$ cat config.mk
export PLATFORM = sky130hd
export DESIGN_NAME = fetch_stage
export DESIGN_NICKNAME = d
export VERILOG_FILES = /design/src/rtl/isa_pkg.sv /design/src/rtl/fetch_pc_reg.sv /design/src/rtl/fetch_stage.sv
export SDC_FILE = /design/constraint.sdc
export NUM_CORES = 1
export LEC_CHECK = 0
export CORE_ASPECT_RATIO = 0.7
export CORE_MARGIN = 2
export CORE_UTILIZATION = 42
export CTS_BUF_LIST = sky130_fd_sc_hd__clkbuf_4
export DETAILED_ROUTE_END_ITERATION = 6
export PLACE_DENSITY = 0.79
export SLEW_MARGIN = 10
export SYNTH_ARGS = -nofsm -noshare
export SYNTH_HDL_FRONTEND = slang
export SYNTH_SLANG_ARGS = --single-unit
$ cat constraint.sdc
create_clock -name clk -period 1.9 [get_ports clk]
set_input_delay 0.57 -clock clk [delete_from_list [all_inputs] [get_ports clk]]
set_output_delay 0.57 -clock clk [all_outputs]
set_load 0.005 [all_outputs]
$ cat src/rtl/isa_pkg.sv
// ISA constants shared by the fetch stage and the control decoder, plus the
// fetch FSM state encoding.
package isa_pkg;

  localparam int INSTR_W    = 16;
  localparam int OPCODE_MSB = 15;
  localparam int OPCODE_LSB = 11;
  localparam int OPCODE_W   = OPCODE_MSB - OPCODE_LSB + 1;

  localparam logic [OPCODE_W-1:0] OP_HALT = 5'b00000;
  localparam logic [OPCODE_W-1:0] OP_ADD  = 5'b00001;
  localparam logic [OPCODE_W-1:0] OP_SUB  = 5'b00010;
  localparam logic [OPCODE_W-1:0] OP_AND  = 5'b00011;
  localparam logic [OPCODE_W-1:0] OP_OR   = 5'b00100;
  localparam logic [OPCODE_W-1:0] OP_ADDI = 5'b00101;
  localparam logic [OPCODE_W-1:0] OP_LW   = 5'b00110;
  localparam logic [OPCODE_W-1:0] OP_SW   = 5'b00111;
  localparam logic [OPCODE_W-1:0] OP_BEQ  = 5'b01000;
  localparam logic [OPCODE_W-1:0] OP_BNE  = 5'b01001;
  localparam logic [OPCODE_W-1:0] OP_JAL  = 5'b01010;
  localparam logic [OPCODE_W-1:0] OP_JALR = 5'b01011;

  typedef enum logic [2:0] {
    IDLE   = 3'd0,
    FETCH  = 3'd1,
    SQUASH = 3'd2,
    VALID  = 3'd3,
    HALTED = 3'd4
  } fetch_state_e;

endpackage

$ cat src/rtl/fetch_pc_reg.sv
// PC and pending-redirect target registers with the wrapping +2 incrementer.
module fetch_pc_reg
  import isa_pkg::*;
#(
  parameter int                DATA_W   = 16,
  parameter logic [DATA_W-1:0] RESET_PC = '0
) (
  input  logic              clk,
  input  logic              rst_n,
  input  logic              pc_load_i,
  input  logic [DATA_W-1:0] pc_val_i,
  input  logic              pc_inc_i,
  input  logic              tgt_load_i,
  input  logic [DATA_W-1:0] tgt_val_i,
  output logic [DATA_W-1:0] pc_o,
  output logic [DATA_W-1:0] pc_plus2_o,
  output logic [DATA_W-1:0] tgt_o
);

  logic [DATA_W-1:0] pc_q, pc_d;
  logic [DATA_W-1:0] tgt_q, tgt_d;
  logic [DATA_W-1:0] pc_plus2;

  // Unsigned DATA_W-bit add: FFFE + 2 wraps to 0000
  assign pc_plus2 = pc_q + DATA_W'(2);

  always_comb begin
    pc_d = pc_q;
    if (pc_load_i)     pc_d = pc_val_i;
    else if (pc_inc_i) pc_d = pc_plus2;
  end

  always_comb begin
    tgt_d = tgt_q;
    if (tgt_load_i) tgt_d = tgt_val_i;
  end

  always_ff @(posedge clk or negedge rst_n) begin
    if (!rst_n) begin
      pc_q  <= RESET_PC;
      tgt_q <= RESET_PC;
    end else begin
      pc_q  <= pc_d;
      tgt_q <= tgt_d;
    end
  end

  assign pc_o       = pc_q;
  assign pc_plus2_o = pc_plus2;
  assign tgt_o      = tgt_q;

endmodule

$ cat src/rtl/fetch_stage.sv
// Instruction fetch stage: owns the PC, talks to variable-latency imem, hands
// instructions to the decoder. Build option: FETCH_ALIGN_CHECK_EN.
module fetch_stage
  import isa_pkg::*;
#(
  parameter int                DATA_W   = 16,
  parameter logic [DATA_W-1:0] RESET_PC = '0
) (
  input  logic                clk,
  input  logic                rst_n,
  output logic                imem_req,
  output logic [DATA_W-1:0]   imem_addr,
  input  logic                imem_ack,
  input  logic [DATA_W-1:0]   imem_rdata,
  output logic                out_valid,
  input  logic                out_ready,
  output logic [DATA_W-1:0]   out_instr,
  output logic [OPCODE_W-1:0] out_opcode,
  output logic [DATA_W-1:0]   out_pc,
  output logic [DATA_W-1:0]   out_pc_plus2,
  input  logic                redirect,
  input  logic [DATA_W-1:0]   redirect_pc,
  output logic                halted,
  output logic                align_err
);

`ifdef FETCH_ALIGN_CHECK_EN
  localparam bit ALIGN_CHK = 1'b1;
`else
  localparam bit ALIGN_CHK = 1'b0;
`endif

  // Without the check an odd target is silently rounded down; with it the raw
  // target is kept so the error can be raised once any pending ack retires.
  function automatic logic [DATA_W-1:0] fix_tgt(input logic [DATA_W-1:0] t);
    return t & ~{{(DATA_W-1){1'b0}}, !ALIGN_CHK};
  endfunction

  function automatic logic odd_tgt(input logic [DATA_W-1:0] t);
    return ALIGN_CHK && t[0];
  endfunction

  fetch_state_e      state_q, state_d;
  logic              imem_req_q, out_valid_q, halted_q, align_err_q;
  logic [DATA_W-1:0] out_instr_q;

  logic              pc_load, pc_inc, tgt_load, instr_load, err_set;
  logic [DATA_W-1:0] pc_val, tgt_val, eff_tgt;
  logic [DATA_W-1:0] pc, pc_plus2, tgt;

  fetch_pc_reg #(
    .DATA_W   (DATA_W),
    .RESET_PC (RESET_PC)
  ) u_pc (
    .clk        (clk),
    .rst_n      (rst_n),
    .pc_load_i  (pc_load),
    .pc_val_i   (pc_val),
    .pc_inc_i   (pc_inc),
    .tgt_load_i (tgt_load),
    .tgt_val_i  (tgt_val),
    .pc_o       (pc),
    .pc_plus2_o (pc_plus2),
    .tgt_o      (tgt)
  );

  // A redirect arriving together with the squash ack is newer than tgt
  assign eff_tgt = redirect ? fix_tgt(redirect_pc) : tgt;

  always_comb begin
    state_d    = state_q;
    pc_load    = 1'b0;
    pc_inc     = 1'b0;
    pc_val     = fix_tgt(redirect_pc);
    tgt_load   = 1'b0;
    tgt_val    = fix_tgt(redirect_pc);
    instr_load = 1'b0;
    err_set    = 1'b0;
    case (state_q)
      IDLE: state_d = FETCH;
      FETCH: begin
        if (imem_ack) begin
          if (redirect) begin
            if (odd_tgt(redirect_pc)) begin
              err_set = 1'b1;
              state_d = HALTED;
            end else begin
              pc_load = 1'b1;
            end
          end else begin
            instr_load = 1'b1;
            state_d    = VALID;
          end
        end else if (redirect) begin
          tgt_load = 1'b1;
          state_d  = SQUASH;
        end
      end
      SQUASH: begin
        if (imem_ack) begin
          if (odd_tgt(eff_tgt)) begin
            err_set = 1'b1;
            state_d = HALTED;
          end else begin
            pc_load = 1'b1;
            pc_val  = eff_tgt;
            state_d = FETCH;
          end
        end else if (redirect) begin
          tgt_load = 1'b1;
        end
      end
      VALID: begin
        if (redirect) begin
          if (odd_tgt(redirect_pc)) begin
            err_set = 1'b1;
            state_d = HALTED;
          end else begin
            pc_load = 1'b1;
            state_d = FETCH;
          end
        end else if (out_ready) begin
          if (out_instr_q[OPCODE_MSB:OPCODE_LSB] == OP_HALT) begin
            state_d = HALTED;
          end else begin
            pc_inc  = 1'b1;
            state_d = FETCH;
          end
        end
      end
      HALTED: state_d = HALTED;
      default: state_d = IDLE;
    endcase
  end

  // Outputs are registered from the next state so they line up with state_q
  always_ff @(posedge clk or negedge rst_n) begin
    if (!rst_n) begin
      state_q     <= IDLE;
      imem_req_q  <= 1'b0;
      out_valid_q <= 1'b0;
      halted_q    <= 1'b0;
      align_err_q <= 1'b0;
      out_instr_q <= '0;
    end else begin
      state_q     <= state_d;
      imem_req_q  <= (state_d == FETCH) || (state_d == SQUASH);
      out_valid_q <= (state_d == VALID);
      halted_q    <= (state_d == HALTED);
      align_err_q <= align_err_q | err_set;
      if (instr_load) out_instr_q <= imem_rdata;
    end
  end

  // pc only moves when leaving SQUASH, so the old address is held until ack
  assign imem_req     = imem_req_q;
  assign imem_addr    = pc;
  assign out_valid    = out_valid_q;
  assign out_instr    = out_instr_q;
  assign out_opcode   = out_instr_q[OPCODE_MSB:OPCODE_LSB];
  assign out_pc       = pc;
  assign out_pc_plus2 = pc_plus2;
  assign halted       = halted_q;
  assign align_err    = align_err_q;

endmodule

== Yosys cells after proc, flatten, opt, wreduce, memory -nomap -nowiden ==
Index checks and enable logic that the tools add are counted.
Storage, ports and cells
  output and inout bits: 73
  bits in registers: 53
Cells by class
  reduce and logical (&&, ||, !) cells: 5
  add/sub/neg operators: 1
  eq/ne operators: 8
  mux-type cells: 26
Operators with widths (count)
  $mux W16: 5
  $mux W3: 7
  $add A16 B2 Y16 const B: 1
  $pmux W3 S5: 1
  $eq A3 B2 Y1 const B: 4
  $mux W1: 12
  $eq A3 B1 Y1 const B: 2
  $eq A3 B3 Y1 const B: 2
  $logic_not A5 Y1: 1
  $logic_not A3 Y1: 1
  $pmux W1 S3: 1
  $reduce_bool A2 Y1: 1
  $reduce_or A2 Y1: 1
  $logic_or A1 B1 Y1: 1

== Logic depth before layout (Yosys ltp) ==
Gate-level depths: netlist of run 1.
  depth after elaboration: 7
  gate-level depth with buffers: 7

== Cells and area by module ==
A second synthesis of run 1 with hierarchy kept.
Unflattened totals
  cells, all modules: 274
  area, all modules: 3021.6 um^2
By module, submodules not included
  fetch_pc_reg: area each 1704.1 um^2, cells each 158, times used 1
  fetch_stage: area each 1317.5 um^2, cells each 116, times used 1

== Least setup slack after synthesis of run 1 ==
No wires, ideal clock.
  kind: input port to flip-flop
  start: input port redirect
  end: register u_pc.pc_q[14], in the netlist u_pc.pc_o[14]
  data arrival time: 1.992 ns
  setup slack: -0.218 ns
  stages on the path: 5
  library setup time: 0.126 ns
  path through: buf_4 -> nand4bb_1 -> nor2_2 -> mux2_2 -> a221o_1
On the way
  longest elaborated chain between the ends: 4
RTL lines
  start: declaration: line fetch_stage.sv:21  | input logic redirect,
  $mux W1 or $mux W16 (tied branches)
  $mux W1 or $mux W16 (tied branches): line fetch_stage.sv:82, fetch_stage.sv:100
  $pmux W1 S3 or $mux W16 (tied branches): line fetch_stage.sv:79  | case (state_q)
  $mux W16 or $reduce_bool A2 Y1 (tied branches)
  end signal: assignment: line fetch_pc_reg.sv:43  | pc_q <= pc_d;
  end: declaration: line fetch_pc_reg.sv:20  | logic [DATA_W-1:0] pc_q, pc_d;
Several ways; a longest one is shown, not always the timed one.
A chain may end at the register's enable or synchronous reset.

== Final worst setup path of run 1 ==
  start: register u_pc.pc_q[7], in the netlist u_pc.pc_o[7]
  end: output port out_pc_plus2[14]
On the way
  longest elaborated chain between the ends: 1
RTL lines
  $add A16 B2 Y16: line fetch_pc_reg.sv:25  | assign pc_plus2 = pc_q + DATA_W'(2);
  end: declaration: line fetch_stage.sv:20  | output logic [DATA_W-1:0] out_pc_plus2,
No other way between the ends.

==> reports/qor.csv, run 1 <==
metric;value;unit
status;finished with violations;
first_global_vias;3086;
antenna_cells;0;
yosysWarningCount;0;
drv_slew;0;
n_fill_cell;411;
wire_per_inst;20.3;µm
seq_area_frac_synth;0.432;
crit_arrival;1860;ps
cp.required;1330;ps
place_hpwl;6500;µm
fin_crit_sh;1.28;
initialDrtViolationCount;289;
ys.flop_type;dfrtp_1;
clk_pin_slew_worst_paths;190;ps
post_dp_cell_area;4520;µm²
die_h;74.9;µm
path_class;reg2out;
power_density;1450;nW/µm²
final_area;5230;µm²
cts-htree-levels;2;
yosys.area.top_type;dfrtp_1;
postCtsHoldBufs;0;
yosysTopAreaCellShare;0.432;
synth.most_common_cell;dfrtp_1;
end_kind;primary output;
async_flop_share;1.00;
firstDrtPassIters;5;
tritoncts;built;
fin_setup_tns;-6320;ps
io_pins;110;
vias;3204;
p_leak;2.60;nW
numCtsBuffers;5;
layout-drive-gt1-share;0.520;
postSynthAreaPerCell;11.0;µm²
setup_ws;-527;ps
crit_path_start_kind;flop;
clockBufferDepth;2;
vdd_drop_max;655;µV
synthTopCellsByArea;dfrtp_1, mux2_2, buf_4;
fmax;412;MHz
synth_area;3010;µm²
die_w;105;µm
grt_max_degree;30;
antenna_found_initial;0;
synth_cells;274;
fin_nets;508;
drt-total-wl;11400;µm
fin_crit;2430;ps
drv_cap;0;
synthTopCellsByCount;dfrtp_1, buf_4, mux2_2, inv_1, nand3_1;
synth_seq_cells;52;
cts_root_buffer;clkbuf_4;
die-area;7880;µm²
ant_nets;0;
clock_skew;30.6;ps
grtUsageTotal;0.252;
synth_edf_count;0;
io_buffers;104;
clkLatencyLatePin;410;ps
routabilityCongestion;0.886;
grt_pass1_wl;15600;µm
worst_slew_margin_rel;0.602;
violations;negative setup slack;
rows;25;
worst_slew_pin_slew;598;ps
drcViolationCount;0;
hold_path.class;in2async;
initial_utilization;0.440;
overflow;0;
synth_cell_types;55;
hold_violations;0;
setup_viol;26;
r2r_setup_slack;-210;ps
core_area;6850;µm²
cp_max_fo;5;
via_per_inst;5.67;
rsz0062_at_grt;yes;
clock_sinks;52;
syn_to_final_growth;73.4;%
logic make-up after synthesis:
logic type      count (synthesis)  share of synthesized area
mux                            42                      0.155
flops                          52                      0.432
fa+ha+maj                       1                    0.00415
buf+inv                        52                      0.111
compound gates                 44                      0.113
xor+xnor                       15                     0.0436
simple gates                   67                      0.140
other cells                     1                    0.00124
layout by cell type, fill, tap and decap left out, types with 6 or more instances in the layout:
cell / Yosys / final
inv_1: 12 / 10
nand2_1: 10 / 7
clkdlybuf4s50_1: 0 / 36
o221ai_1: 8 / 7
mux2_2: 26 / 25
dlymetal6s2s_1: 0 / 17
nor2_1: 7 / 7
clkbuf_2: 0 / 15
mux2_1: 8 / 7
buf_2: 6 / 13
dfrtp_1: 52 / 47
nand3_1: 12 / 7
buf_6: 2 / 44
buf_4: 26 / 85
o21ai_0: 6 / 6
dlygate4sd2_1: 0 / 9
mux2i_1: 7 / 7
xnor2_2: 0 / 7
power by group:
group	total [mW]	internal [mW]	switching [mW]
clock	0.565	0.148	0.417
combinational	4.94	2.92	2.02
sequential	2.07	1.63	0.438
final cells by class:
| class | instances | area, µm² | share of cell area |
|---|---|---|---|
| clock buffers | 5 | 37.5 | 0.00718 |
| clock inverters | 3 | 21.3 | 0.00407 |
| inverters | 12 | 45.0 | 0.00862 |
| multi-input cells | 173 | 1680 | 0.321 |
| flip-flops and latches | 52 | 1310 | 0.250 |
| well taps | 94 | 118 | 0.0225 |
| repair buffers | 226 | 2020 | 0.387 |
metrics by stage:
step	setup slack, ps	cells	power (mW)	util	hold WS [ps]
4_1_cts	-530	550	6.90	0.723	151
2_1_floorplan	-6.90	277	3.80	-	274
3_3_place_gp	-491	506	5.81	0.659	462
6_report	-527	565	7.57	0.763	123
5_1_grt	-582	565	7.95	0.763	150
3_5_place_dp	-489	506	5.96	0.659	482
flip-flops by register name, summed over array words and instances, names as in the netlist:
signal      count
u_pc.tgt_o     15
u_pc.pc_o      15
state_q         3
out_instr      16
out_valid       1
halted          1
imem_req        1
critical path, stage by stage (launching register included):
cell and delay (ps):
dfrtp_1 450, nand3_4 140, or4_4 600, xnor2_2 140
buf_2 120
path summary, 6_finish.rpt:
check / start / end / cells past startpoint
hold reg to reg: u_pc.tgt_o[15] / u_pc.tgt_o[15] / 1
setup reg to reg: u_pc.pc_o[7] / u_pc.pc_o[14] / 6
hold / removal: rst_n / out_valid / 1
max in group asynchronous: rst_n / u_pc.pc_o[1] / 2
setup / recovery: u_pc.pc_o[7] / out_pc_plus2[14] / 4
min in group clk: u_pc.tgt_o[15] / u_pc.tgt_o[15] / 1
timing repair:
action / 4_1_cts / 5_1_grt
resized for setup: 176 / 85
endpoints found under the setup margin: 64 / 62
pin swaps: 23 / 20
setup buffers: 37 / 25
endpoints found under the hold margin: 0 / 0
routing by layer:
| layer | global-route usage | part of all wire |
|---|---|---|
| met4 | 0.0652 | 0.039 |
| met2 | 0.440 | 0.48 |
| met5 | 0 | 0 |
| met3 | 0.0641 | 0.091 |
| met1 | 0.320 | 0.39 |
No activity file was read; power rests on OpenSTA's default activity.
==> run 2: changes to the inputs <==
CORE_MARGIN = unset   (was 2)
==> run 2 against run 1 <==
Against the previous run:
- the flow still finishes with violations (negative setup slack)
- critical path depth is 2 higher
- clock skew decreased by 7.7 ps
- core utilization increased by 0.53 points
- total power is 0.89% higher
- sequential power down 2%
- clock power rose by 18%
- critical path type unchanged
- largest power group unchanged
==> reports/qor.csv, run 2 (same netlist as run 1, synthesis figures left out) <==
metric;value;unit;change
status;finished with violations;;unchanged
violations;negative setup slack;;unchanged
p_clk_frac;0.087;;was 0.075
core_area;6850;µm²;unchanged
crit_arrival;2000;ps;was 1860 ps
grt_max_degree;53;;was 30
pre_cts_slack;-511;ps;was -489 ps
io_buffers;104;;unchanged
setup_ws;-666;ps;was -527 ps
cp_max_fo;2;;was 5
hold_violations;0;;unchanged
rows;25;;unchanged
via_per_inst;5.65;;was 5.67
p_leak;2.64;nW;was 2.60 nW
setup_viol;18;;was 26
clkLatencyLatePin;390;ps;was 410 ps
power_frac_comb;0.648;;was 0.652
end_kind;primary output;;unchanged
ant_nets;0;;unchanged
drcViolationCount;0;;unchanged
cts_root_buffer;clkbuf_4;;unchanged
path_class;reg2out;;unchanged
drv_slew;0;;unchanged
fmax;390;MHz;was 412 MHz
place_hpwl;6430;µm;was 6500 µm
firstDrtPassIters;5;;unchanged
grtUsageTotal;0.293;;was 0.252
cp.required;1330;ps;about the same
drv_cap;0;;unchanged
wire_per_inst;20.4;µm;was 20.3 µm
tritoncts;built;;unchanged
die_w;103;µm;was 105 µm
routabilityCongestion;0.850;;was 0.886
die_h;72.9;µm;was 74.9 µm
clk_pin_slew_worst_paths;180;ps;was 190 ps
initialDrtViolationCount;334;;was 289
power.share.switching;0.368;;was 0.379
drt-total-wl;11500;µm;was 11,400 µm
final_common_cell;buf_4;;unchanged
cts-htree-levels;2;;unchanged
final_cell_mix;buf_4, dfrtp_1, clkdlybuf4s50_1;;was buf_4, dfrtp_1, buf_6
first_global_vias;3118;;was 3,086
vdd_drop_max;770;µV;was 655 µV
power_density;1450;nW/µm²;about the same
clock_sinks;52;;unchanged
n_fill_cell;404;;was 411
numCtsBuffers;5;;unchanged
syn_to_final_growth;74.6;%;was 73.4%
initial_utilization;0.440;;unchanged
grt_pass1_wl;16200;µm;was 15,600 µm
vias;3183;;was 3,204
io_pins;110;;unchanged
overflow;0;;unchanged
hold_path.class;in2async;;unchanged
die-area;7520;µm²;was 7880 µm²
seq_power_share;0.265;;was 0.273
clockBufferDepth;2;;unchanged
antenna_cells;0;;unchanged
layout-drive-gt1-share;0.507;;was 0.520
intPower;4.83;mW;was 4.70 mW
fin_nets;506;;was 508
rsz0062_at_grt;yes;;unchanged
fin_crit_sh;1.35;;was 1.28
fin_crit;2570;ps;was 2430 ps
clock_skew;22.9;ps;was 30.6 ps
finalPower;7.64;mW;was 7.57 mW
largest_register_ffs;16;;unchanged
switchingPower;2.81;mW;was 2.87 mW
antenna_found_initial;0;;unchanged
crit_path_start_kind;flop;;unchanged
## run 2: changes by cell type in the layout (fill, tap and decap cells not counted), sizes merged
cell,previous run,this run
dlygate4sd2,9,5
clkdlybuf4s15,4,7
buf,145,143
bufinv,0,1
clkdlybuf4s50,36,38
clkbuf,20,16
bufbuf,0,2
dlymetal6s2s,17,18
inv,13,12
## run 2: repair_timing
item,CTS,global route
pin swaps,17,15
cloned,2,0
hold endpoints to repair,0,0
hold buffers,0,0
resized for setup,170,75
endpoints found under the setup margin,74,70
setup buffers,34,20
## run 2: power groups by stage
| stage | clock network [mW] | registers, mW | logic, mW |
|---|---|---|---|
| final | 0.665 | 2.03 | 4.95 |
| after global routing | 0.727 | 2.08 | 5.20 |
| after CTS | 0.664 | 1.99 | 4.36 |
| after detailed placement | 0 | 2.05 | 3.95 |
| after global placement | 0 | 2.00 | 3.82 |
| after floorplan | 0 | 2.12 | 1.68 |
## run 2: final timing paths
| check | cells past startpoint | startpoint | end | slack (ps) |
|---|---|---|---|---|
| max | 6 | u_pc.pc_o[2] | out_pc_plus2[14] | -670 |
| max in group asynchronous | 2 | rst_n | u_pc.pc_o[1] | 1470 |
| min reg2reg | 2 | u_pc.tgt_o[2] | u_pc.tgt_o[2] | 500 |
| min | 2 | rst_n | u_pc.pc_o[8] | 140 |
| min in group clk | 2 | u_pc.tgt_o[2] | u_pc.tgt_o[2] | 500 |
| max reg2reg | 9 | u_pc.pc_o[2] | u_pc.pc_o[14] | -450 |
## run 2: through the flow
| stage | setup TNS, ps | instance area (µm²) | utilization | std cells | hold WS (ps) |
|---|---|---|---|---|---|
| 2_1_floorplan | -11.9 | 3120 | - | 277 | 274 |
| 5_1_grt | -8480 | 5260 | 0.768 | 563 | 156 |
| 3_5_place_dp | -24620 | 4510 | 0.659 | 504 | 471 |
| 6_report | -6710 | 5260 | 0.768 | 563 | 140 |
| 3_3_place_gp | -22170 | 4510 | 0.659 | 504 | 464 |
| 4_1_cts | -6130 | 4990 | 0.729 | 545 | 161 |
## run 2: layer usage
layer	global-route usage	part of all wire	wire length (µm)
met3	0.0613	0.070	807
met5	0	0	0
met1	0.382	0.41	4720
met4	0.131	0.039	452
met2	0.473	0.48	5500
## run 2: final cells by class
type	instances	area, µm²	share of cell area
clock buffers	5	37.5	0.00713
multi-input cells	173	1670	0.317
well taps	94	118	0.0224
inverters	12	45.0	0.00856
repair buffers	224	2040	0.388
flip-flops and latches	52	1310	0.249
clock inverters	3	42.5	0.00809
## run 2: critical path: stages, from the launching register on
cell and delay [ps]:
dfrtp_2 420, buf_6 120, nand4_1 190, buf_4 200, or4_4 440, xnor2_2 140
buf_2 120
==> run 3: changes to the inputs <==
ABC_CLOCK_PERIOD_IN_PS = 1900   (was unset)
==> results of run 3 <==
The final DEF is identical to that of run 2; final timing and power are the same.
